===== src/rtl/ifetch_unit.sv =====
// Instruction fetch stage between the program counter and the decoder.
// Issues req/ack reads to instruction memory, holds the fetched word in the
// IR with a valid/ready handshake, and tells the PC when to advance.
// A one-entry skid buffer absorbs a word that arrives while the IR is full.
// Redirect flushes discard the IR, the skid word and any in-flight read.
module ifetch_unit #(
  parameter int unsigned AW      = 8,
  parameter int unsigned IW      = 16,
  parameter int unsigned TIMEOUT = 15
) (
  input  logic          clk,
  input  logic          rst,
  input  logic [AW-1:0] addr,
  input  logic          flush,
  output logic          mem_req,
  output logic [AW-1:0] mem_addr,
  input  logic          mem_ack,
  input  logic [IW-1:0] mem_rdata,
  output logic [IW-1:0] ir,
  output logic [AW-1:0] ir_pc,
  output logic          ir_valid,
  input  logic          ir_ready,
  output logic          stop,
  output logic          fetch_err
);

  localparam int unsigned TW = $clog2(TIMEOUT + 1);
  localparam logic [TW-1:0] TMAX = TW'(TIMEOUT);

  typedef enum logic [1:0] {
    LAUNCH = 2'd0,
    WAIT   = 2'd1,
    HOLD   = 2'd2,
    DRAIN  = 2'd3
  } state_t;

  state_t        state;
  logic [IW-1:0] skid_data;
  logic [AW-1:0] skid_addr;
  logic [TW-1:0] tcnt;
  logic [TW-1:0] tcnt_nxt;
  logic          cnt_en;
  logic          slot_free;
  logic          advance;

  assign slot_free = ~ir_valid | ir_ready;
  assign cnt_en    = ((state == WAIT) || (state == DRAIN)) && !mem_ack;
  assign stop      = ~advance;

  // Commit strobe to the PC: one cycle per instruction entering the IR.
  always_comb begin
    advance = 1'b0;
    if (!rst && !flush) begin
      case (state)
        WAIT:    advance = mem_ack & slot_free;
        HOLD:    advance = ir_ready;
        default: advance = 1'b0;
      endcase
    end
  end

  // Timeout counter next value: cleared at launch, saturating on unacked cycles.
  always_comb begin
    tcnt_nxt = tcnt;
    if (state == LAUNCH) begin
      tcnt_nxt = '0;
    end else if (cnt_en && (tcnt != TMAX)) begin
      tcnt_nxt = tcnt + TW'(1);
    end
  end

  // Fetch FSM, IR/skid registers and sticky timeout flag.
  always_ff @(posedge clk) begin
    if (rst) begin
      state     <= LAUNCH;
      mem_req   <= 1'b0;
      mem_addr  <= '0;
      ir        <= '0;
      ir_pc     <= '0;
      ir_valid  <= 1'b0;
      skid_data <= '0;
      skid_addr <= '0;
      tcnt      <= '0;
      fetch_err <= 1'b0;
    end else begin
      tcnt <= tcnt_nxt;
      if (cnt_en && (tcnt_nxt == TMAX)) begin
        fetch_err <= 1'b1;
      end

      // Default consume; a same-cycle commit below overrides it.
      if (ir_valid && ir_ready) begin
        ir_valid <= 1'b0;
      end

      if (flush) begin
        // Leaving HOLD discards the skid word; an outstanding read must still
        // be retired by its ack before a new request may launch.
        ir_valid <= 1'b0;
        case (state)
          WAIT, DRAIN: begin
            if (mem_ack) begin
              state   <= LAUNCH;
              mem_req <= 1'b0;
            end else begin
              state   <= DRAIN;
              mem_req <= 1'b1;
            end
          end
          default: begin
            state   <= LAUNCH;
            mem_req <= 1'b0;
          end
        endcase
      end else begin
        case (state)
          LAUNCH: begin
            mem_addr <= addr;
            mem_req  <= 1'b1;
            state    <= WAIT;
          end
          WAIT: begin
            if (mem_ack) begin
              mem_req <= 1'b0;
              if (slot_free) begin
                ir       <= mem_rdata;
                ir_pc    <= mem_addr;
                ir_valid <= 1'b1;
                state    <= LAUNCH;
              end else begin
                skid_data <= mem_rdata;
                skid_addr <= mem_addr;
                state     <= HOLD;
              end
            end
          end
          HOLD: begin
            if (ir_ready) begin
              ir       <= skid_data;
              ir_pc    <= skid_addr;
              ir_valid <= 1'b1;
              state    <= LAUNCH;
            end
          end
          DRAIN: begin
            if (mem_ack) begin
              mem_req <= 1'b0;
              state   <= LAUNCH;
            end
          end
          default: begin
            state   <= LAUNCH;
            mem_req <= 1'b0;
          end
        endcase
      end
    end
  end

endmodule


===== config.mk =====
export PLATFORM = sky130hd
export DESIGN_NAME = ifetch_unit
export DESIGN_NICKNAME = d
export VERILOG_FILES = /design/src/rtl/ifetch_unit.sv
export SDC_FILE = /design/constraint.sdc
export NUM_CORES = 1
export LEC_CHECK = 0
export CAP_MARGIN = 20
export CORE_MARGIN = 2
export CORE_UTILIZATION = 50
export CTS_BUF_LIST = sky130_fd_sc_hd__clkbuf_4
export CTS_CLUSTER_DIAMETER = 40
export DETAILED_ROUTE_END_ITERATION = 8
export GPL_ROUTABILITY_DRIVEN = 0
export PLACE_DENSITY = 0.79
export SLEW_MARGIN = 20
export SYNTH_ARGS = -nofsm -noshare
export SYNTH_HDL_FRONTEND = slang
export SYNTH_SLANG_ARGS = --single-unit

===== constraint.sdc =====
create_clock -name clk -period 2.1 [get_ports clk]
set_input_delay 0.315 -clock clk [delete_from_list [all_inputs] [get_ports clk]]
set_output_delay 0.315 -clock clk [all_outputs]
set_load 0.1 [all_outputs]

==> results by group, run 1 <==
Outcome
  – Status: finished clean

Logic synthesis
  – Synth unique cells: 36
  – #FFs+latches synth: 65
  – Synth area leader: dfxtp_1
  – Top cell type's share of synthesized area: 0.436
  – Top post-synthesis cells by area: dfxtp_1 44%, a21oi_1 11%, a311oi_2 10%
  – Post-Syn Nets: 362
  – Syn Inst Count: 328
  – Most frequent cells after synthesis: 69 x nand2_1, 65 x dfxtp_1, 63 x a21oi_1
  – Top_reg_cell synth: dfxtp_1
  – Sequential-to-total area share from yosys stat: 0.436
  – Post-synth EDFFs: 0
  – Avg Cell Area, Syn: 9.11 sq um
  – Mapped Area: 0.00299 sq mm
  – Ys async rst share: 0
  – Most frequent cell after synthesis: nand2_1
  – Synth warnings: 0

Detailed routing
  – Vias: 2563
  – Residual DRC: 0
  – Final wirelength: 6.76 mm
  – Antenna Violating Nets Remaining: 0
  – 1st-iter DRT viols: 128
  – Initial DRT Pass Iterations: 4
  – Via density: 5.38
  – Wire per inst: 14.2 um

GRT
  – Pin count of the biggest net entering global routing: 60
  – GR met1 Demand/Resource: 0.273
  – First-pass GRT wire length: 10.7 mm
  – Met3 routing resource usage after global routing: 0.0367
  – Vias in the first global route: 2337
  – Met2 Usage GRT: 0.336
  – Total GRT Usage: 0.213
  – GRT overflow: 0
  – Most Used Layer, Global Route: met2
  – Initial antenna violation count: 0

Cells and area
  – Non-Filler Instances: 476
  – Post-Layout Inst Area: 0.00383 sq mm
  – Share of cells above drive strength 1: 0.267
  – Number of diodes: 0
  – Final nets: 430
  – Core Util, Final: 0.655
  – Layout area overhead: 28.3%

Power and ir drop
  – Clock network power share: 0.255
  – Internal power: 1.75 mW
  – Reg power frac: 0.477
  – Comb pwr share: 0.268
  – Sw Ratio: 0.367
  – Total power: 2.76 mW
  – Pwr dens: 720 mW/mm^2
  – VDD IR-drop max: 0.403 mV
  – Switching pwr: 1.01 mW
  – LEAKAGE: 1.36 nW

STA
  – Clock Skew: 0.0159 ns
  – Min cycle time layout: 2.00 ns
  – Max frequency: 500 MHz
  – Final Hold Viols: 0
  – Worst Max-Slew Pin Slew: 0.714 ns
  – Hold WS: 0.123 ns
  – Slew Limit Fails: 0
  – Setup WS post-layout: 0.100 ns
  – Setup TNS: 0 ns
  – RSZ-0062 raised after global routing: no
  – Slew margin rel.: 0.524
  – Final period util: 0.952
  – Final Setup Violations: 0

Critical path
  – RR Endpoint: ir[12]$_SDFFE_PP0P_
  – Worst-path fanout max: 7
  – Reg-to-reg startpoint: state[0]$_SDFFE_PP0P_
  – CP Class: flip-flop to output pin
  – CP Capture Type: output pin
  – Worst R2R Path Depth: 7
  – Startpoint class of the critical path: flip-flop
  – Worst EP arrival: 1.68 ns
  – Reg2Reg Setup Slack: 0.25 ns
  – WP data required: 1.78 ns

Clocking
  – CTS tree: built
  – Clk slew on worst S/H paths: 0.11 ns
  – Clock latency on the worst-skew pair: 0.41 ns
  – Clock Tree Root: clkbuf_4
  – Clock Tree Buf Depth: 2
  – TritonCTS Buffers: 9
  – Htree depth: 3
  – Sinks on Clock Net: 65

Floorplan
  – DIE AREA: 0.00661 sq mm
  – Initial Util: 0.511
  – FP Rows: 28
  – I/O pin cnt: 65
  – Die Ht: 81.3 um
  – Die W: 81.3 um
  – Core footprint: 0.00585 sq mm

Worst hold path
  – Hold Path Class: input pin to flip-flop
  – Hold Path Sink: state[1]$_SDFFE_PP0P_
  – Hold path start: rst
  – Hold path cells: 2

Place
  – Worst slack at placement: 0.127 ns
  – Final HPWL DP: 4.53 mm
  – Dpl cells: 451
  – PortBufs: 64
  – Placed instance area: 0.00364 sq mm

Run
  – Max-Cap Viols: 0
-- cell type report --
cell class,instances,area [sq um]
Clock buffer,9,67.6
Tap cell,75,93.8
Multi-Input combinational cell,230,1550
Sequential cell,65,1310
Timing Repair Buffer,85,753
Clock inverter,7,45.0
Inverter,5,18.8
Fill cell,474,2020
-- state kept, by name (all words and copies together), names as in the netlist --
signal and flops:
state 2, ir_pc 8, skid_addr 8, mem_addr 8
ir_valid 1, tcnt 4, ir 16, skid_data 16
fetch_err 1, mem_req 1
-- layout by cell type (no fill, tap or decap), types with 2 or more instances in the layout --
master / netlist / final
o21ai_0: 2 / 2
a211oi_1: 2 / 2
a21oi_1: 63 / 62
ha_4: 0 / 2
a311oi_2: 20 / 20
nor2b_1: 3 / 3
inv_2: 0 / 3
inv_1: 4 / 2
dfxtp_2: 0 / 2
clkinvlp_4: 0 / 2
ha_1: 5 / 3
nor2_1: 6 / 6
clkbuf_4: 0 / 9
dfxtp_1: 65 / 62
nand2b_1: 3 / 3
buf_12: 0 / 4
nand2_1: 69 / 69
mux2i_1: 26 / 26
clkdlybuf4s50_1: 0 / 27
buf_4: 3 / 53
nor3_1: 5 / 5
a311oi_1: 5 / 5
clkinv_2: 0 / 3
nand3_1: 5 / 5
-- critical path, stage by stage (launching register included) --
cell,delay (ns)
dfxtp_2,0.36
inv_2,0.09
ha_4,0.18
nand2_2,0.11
o22ai_1,0.16
nand4_1,0.16
buf_12,0.21
-- worst max path at each step --
stage	startpoint	to	slack [ns]	cells after the start
floorplan	state[0]$_SDFFE_PP0P_	stop	-0.09	7
global placement	mem_ack	ir[12]$_SDFFE_PP0P_	0.20	6
detailed placement	mem_ack	ir[12]$_SDFFE_PP0P_	0.13	6
CTS	state[1]$_SDFFE_PP0P_	stop	0.05	6
global route	state[1]$_SDFFE_PP0P_	stop	0.004	6
finish	state[1]$_SDFFE_PP0P_	stop	0.10	6
-- cells by family (layout without fill, tap and decap cells) --
family | after synthesis | count (layout) | synth area share
AO/OA/AOI/OAI | 98 | 98 | 0.251
flip-flops | 65 | 65 | 0.436
multiplexers | 26 | 26 | 0.0871
XOR/XNOR | 1 | 1 | 0.00293
AND/OR/NAND/NOR | 100 | 100 | 0.147
buffers and inverters | 33 | 106 | 0.0561
adder cells (fa/ha/maj) | 5 | 5 | 0.0209
-- power by group through the flow --
stage	Clock, mW	Combinational (mW)	Sequential, mW
2_1_floorplan	0	0.262	1.63
3_3_place_gp	0	0.716	1.34
3_5_place_dp	0	0.726	1.34
4_1_cts	0.716	0.729	1.31
5_1_grt	0.793	0.780	1.32
6_report	0.703	0.741	1.32
-- per-layer routing --
| metal | vias up | wire length [um] |
|---|---|---|
| met5 | - | 0 |
| met4 | 0 | 217 |
| met3 | 16 | 369 |
| met2 | 78 | 3230 |
| met1 | 1157 | 2940 |
| li1 | 1312 | - |
-- repair_timing --
item                                    in CTS  in global routing
buffers inserted                             0                  9
gates cloned                                 0                  0
endpoints found under the setup margin       1                  1
gates resized for setup                      2                  1
hold buffers                                 0                  0
hold endpoints to repair                     0                  0
Note: power is estimated with default switching activity, not from simulation.
==> run 2, diff against run 1 <==
==> constraint.sdc (replaced) <==
create_clock -name clk -period 2.12 [get_ports clk]
set_input_delay 0.318 -clock clk [delete_from_list [all_inputs] [get_ports clk]]
set_output_delay 0.318 -clock clk [all_outputs]
set_load 0.1 [all_outputs]
==> results by group, run 2 (same netlist as run 1, synthesis figures left out) <==
Worst hold path
  – Hold path cells: 2
  – Hold Path Sink: state[1]$_SDFFE_PP0P_
  – Hold Path Class: input pin to flip-flop
  – Hold path start: rst

Detailed routing
  – Vias: 2543
  – Residual DRC: 0
  – Initial DRT Pass Iterations: 4
  – Antenna Violating Nets Remaining: 0
  – Via density: 5.43
  – Final wirelength: 6.51 mm
  – 1st-iter DRT viols: 102
  – Wire per inst: 13.9 um

Outcome
  – Status: finished clean

STA
  – Final period util: 0.955
  – Min cycle time layout: 2.02 ns
  – Final Hold Viols: 0
  – Slew Limit Fails: 0
  – Max frequency: 494 MHz
  – Hold WS: 0.146 ns
  – RSZ-0062 raised after global routing: no
  – Clock Skew: 0.0147 ns
  – Worst Max-Slew Pin Slew: 0.717 ns
  – Setup WS post-layout: 0.0951 ns
  – Final Setup Violations: 0
  – Slew margin rel.: 0.522

Clocking
  – Clock Tree Buf Depth: 2
  – # hold bufs at CTS: 0
  – Htree depth: 3
  – Clk slew on worst S/H paths: 0.10 ns
  – CTS tree: built
  – Sinks on Clock Net: 65
  – TritonCTS Buffers: 9
  – Post-CTS setup buffers: 0
  – Clock Tree Root: clkbuf_4
  – Clock latency on the worst-skew pair: 0.39 ns

Place
  – PortBufs: 64
  – Worst slack at placement: 0.159 ns
  – Final HPWL DP: 4.48 mm

Cells and area
  – Top Registers: ir: 16 flops, skid_data: 16 flops
  – Share of cells above drive strength 1: 0.247
  – Commonest non-fill, non-tap cell in the layout: nand2_1
  – Commonest cells after routing, fill and taps aside: 69 x nand2_1, 62 x a21oi_1, 62 x dfxtp_1, 46 x buf_4, 27 x clkdlybuf4s50_1
  – Final nets: 422
  – Layout area overhead: 26.5%
  – Core Util, Final: 0.646
  – Number of diodes: 0

Power and ir drop
  – LEAKAGE: 1.32 nW
  – Total power: 2.81 mW
  – Pwr dens: 744 mW/mm^2
  – VDD IR-drop max: 0.428 mV

Floorplan
  – Core footprint: 0.00585 sq mm
  – DIE AREA: 0.00661 sq mm
  – Initial Util: 0.511
  – Die W: 81.3 um
  – I/O pin cnt: 65
  – Die Ht: 81.3 um
  – FP Rows: 28

GRT
  – Initial antenna violation count: 0
  – Vias in the first global route: 2273
  – Total GRT Usage: 0.205
  – Pin count of the biggest net entering global routing: 60
  – First-pass GRT wire length: 10.6 mm
  – GRT overflow: 0

Run
  – Max-Cap Viols: 0

Critical path
  – Reg2Reg Setup Slack: 0.39 ns
  – Worst R2R Path Depth: 7
  – RR Endpoint: ir[2]$_SDFFE_PP0P_
  – Startpoint class of the critical path: flip-flop
  – CP Capture Type: output pin
  – WP data required: 1.80 ns
  – CP Class: flip-flop to output pin
  – Reg-to-reg startpoint: state[1]$_SDFFE_PP0P_
  – Worst-path fanout max: 7
  – Worst EP arrival: 1.71 ns
run 2: critical path, stage by stage (launching register included):
cell	delay [ns]
dfxtp_2	0.36
inv_2	0.09
ha_4	0.18
nand2_2	0.10
o22ai_1	0.17
nand4_1	0.19
buf_12	0.22
run 2: worst max-delay path by stage:
stage          slack (ns)  depth (start not counted)             startpoint                 end
4_1_cts              0.04                          6  state[1]$_SDFFE_PP0P_                stop
3_3_place_gp         0.21                          6                mem_ack  ir[5]$_SDFFE_PP0P_
3_5_place_dp         0.16                          6                mem_ack  ir[2]$_SDFFE_PP0P_
5_1_grt              0.03                          6  state[1]$_SDFFE_PP0P_                stop
2_1_floorplan       -0.07                          7  state[0]$_SDFFE_PP0P_                stop
6_report              0.1                          6  state[1]$_SDFFE_PP0P_                stop
run 2: timing repair:
action / 4_1_cts / 5_1_grt
pin swaps: 0 / 1
gates resized for setup: 1 / 2
endpoints found under the setup margin: 1 / 1
run 2: layout make-up:
type | count | area [sq um]
clock buffers | 10 | 75.1
clock inverters | 6 | 57.6
fillers | 509 | 2070
inverters | 5 | 18.8
multi-input cells | 230 | 1550
flip-flops and latches | 65 | 1310
well taps | 75 | 93.8
repair buffers | 77 | 681
run 2: power by group:
part	internal, mW	leakage (nW)	switching (mW)
combinational	0.211	0.717	0.501
clock	0.367	0.0758	0.431
sequential	1.27	0.529	0.0368
total	1.84	1.32	0.969
run 2: per-layer routing:
layer	GRT usage	wire, um	vias to the layer above
met5	0	0	-
met3	0.0322	307	10
li1	-	-	1297
met2	0.316	3090	65
met1	0.278	3000	1171
met4	0.103	114	0
run 2: stage by stage:
stage	std cells	instance area, sq um	setup TNS (ns)
2_1_floorplan	328	3030	-0.0729
3_3_place_gp	452	3640	0
3_5_place_dp	452	3640	0
4_1_cts	468	3780	0
5_1_grt	468	3780	0
6_report	468	3780	0
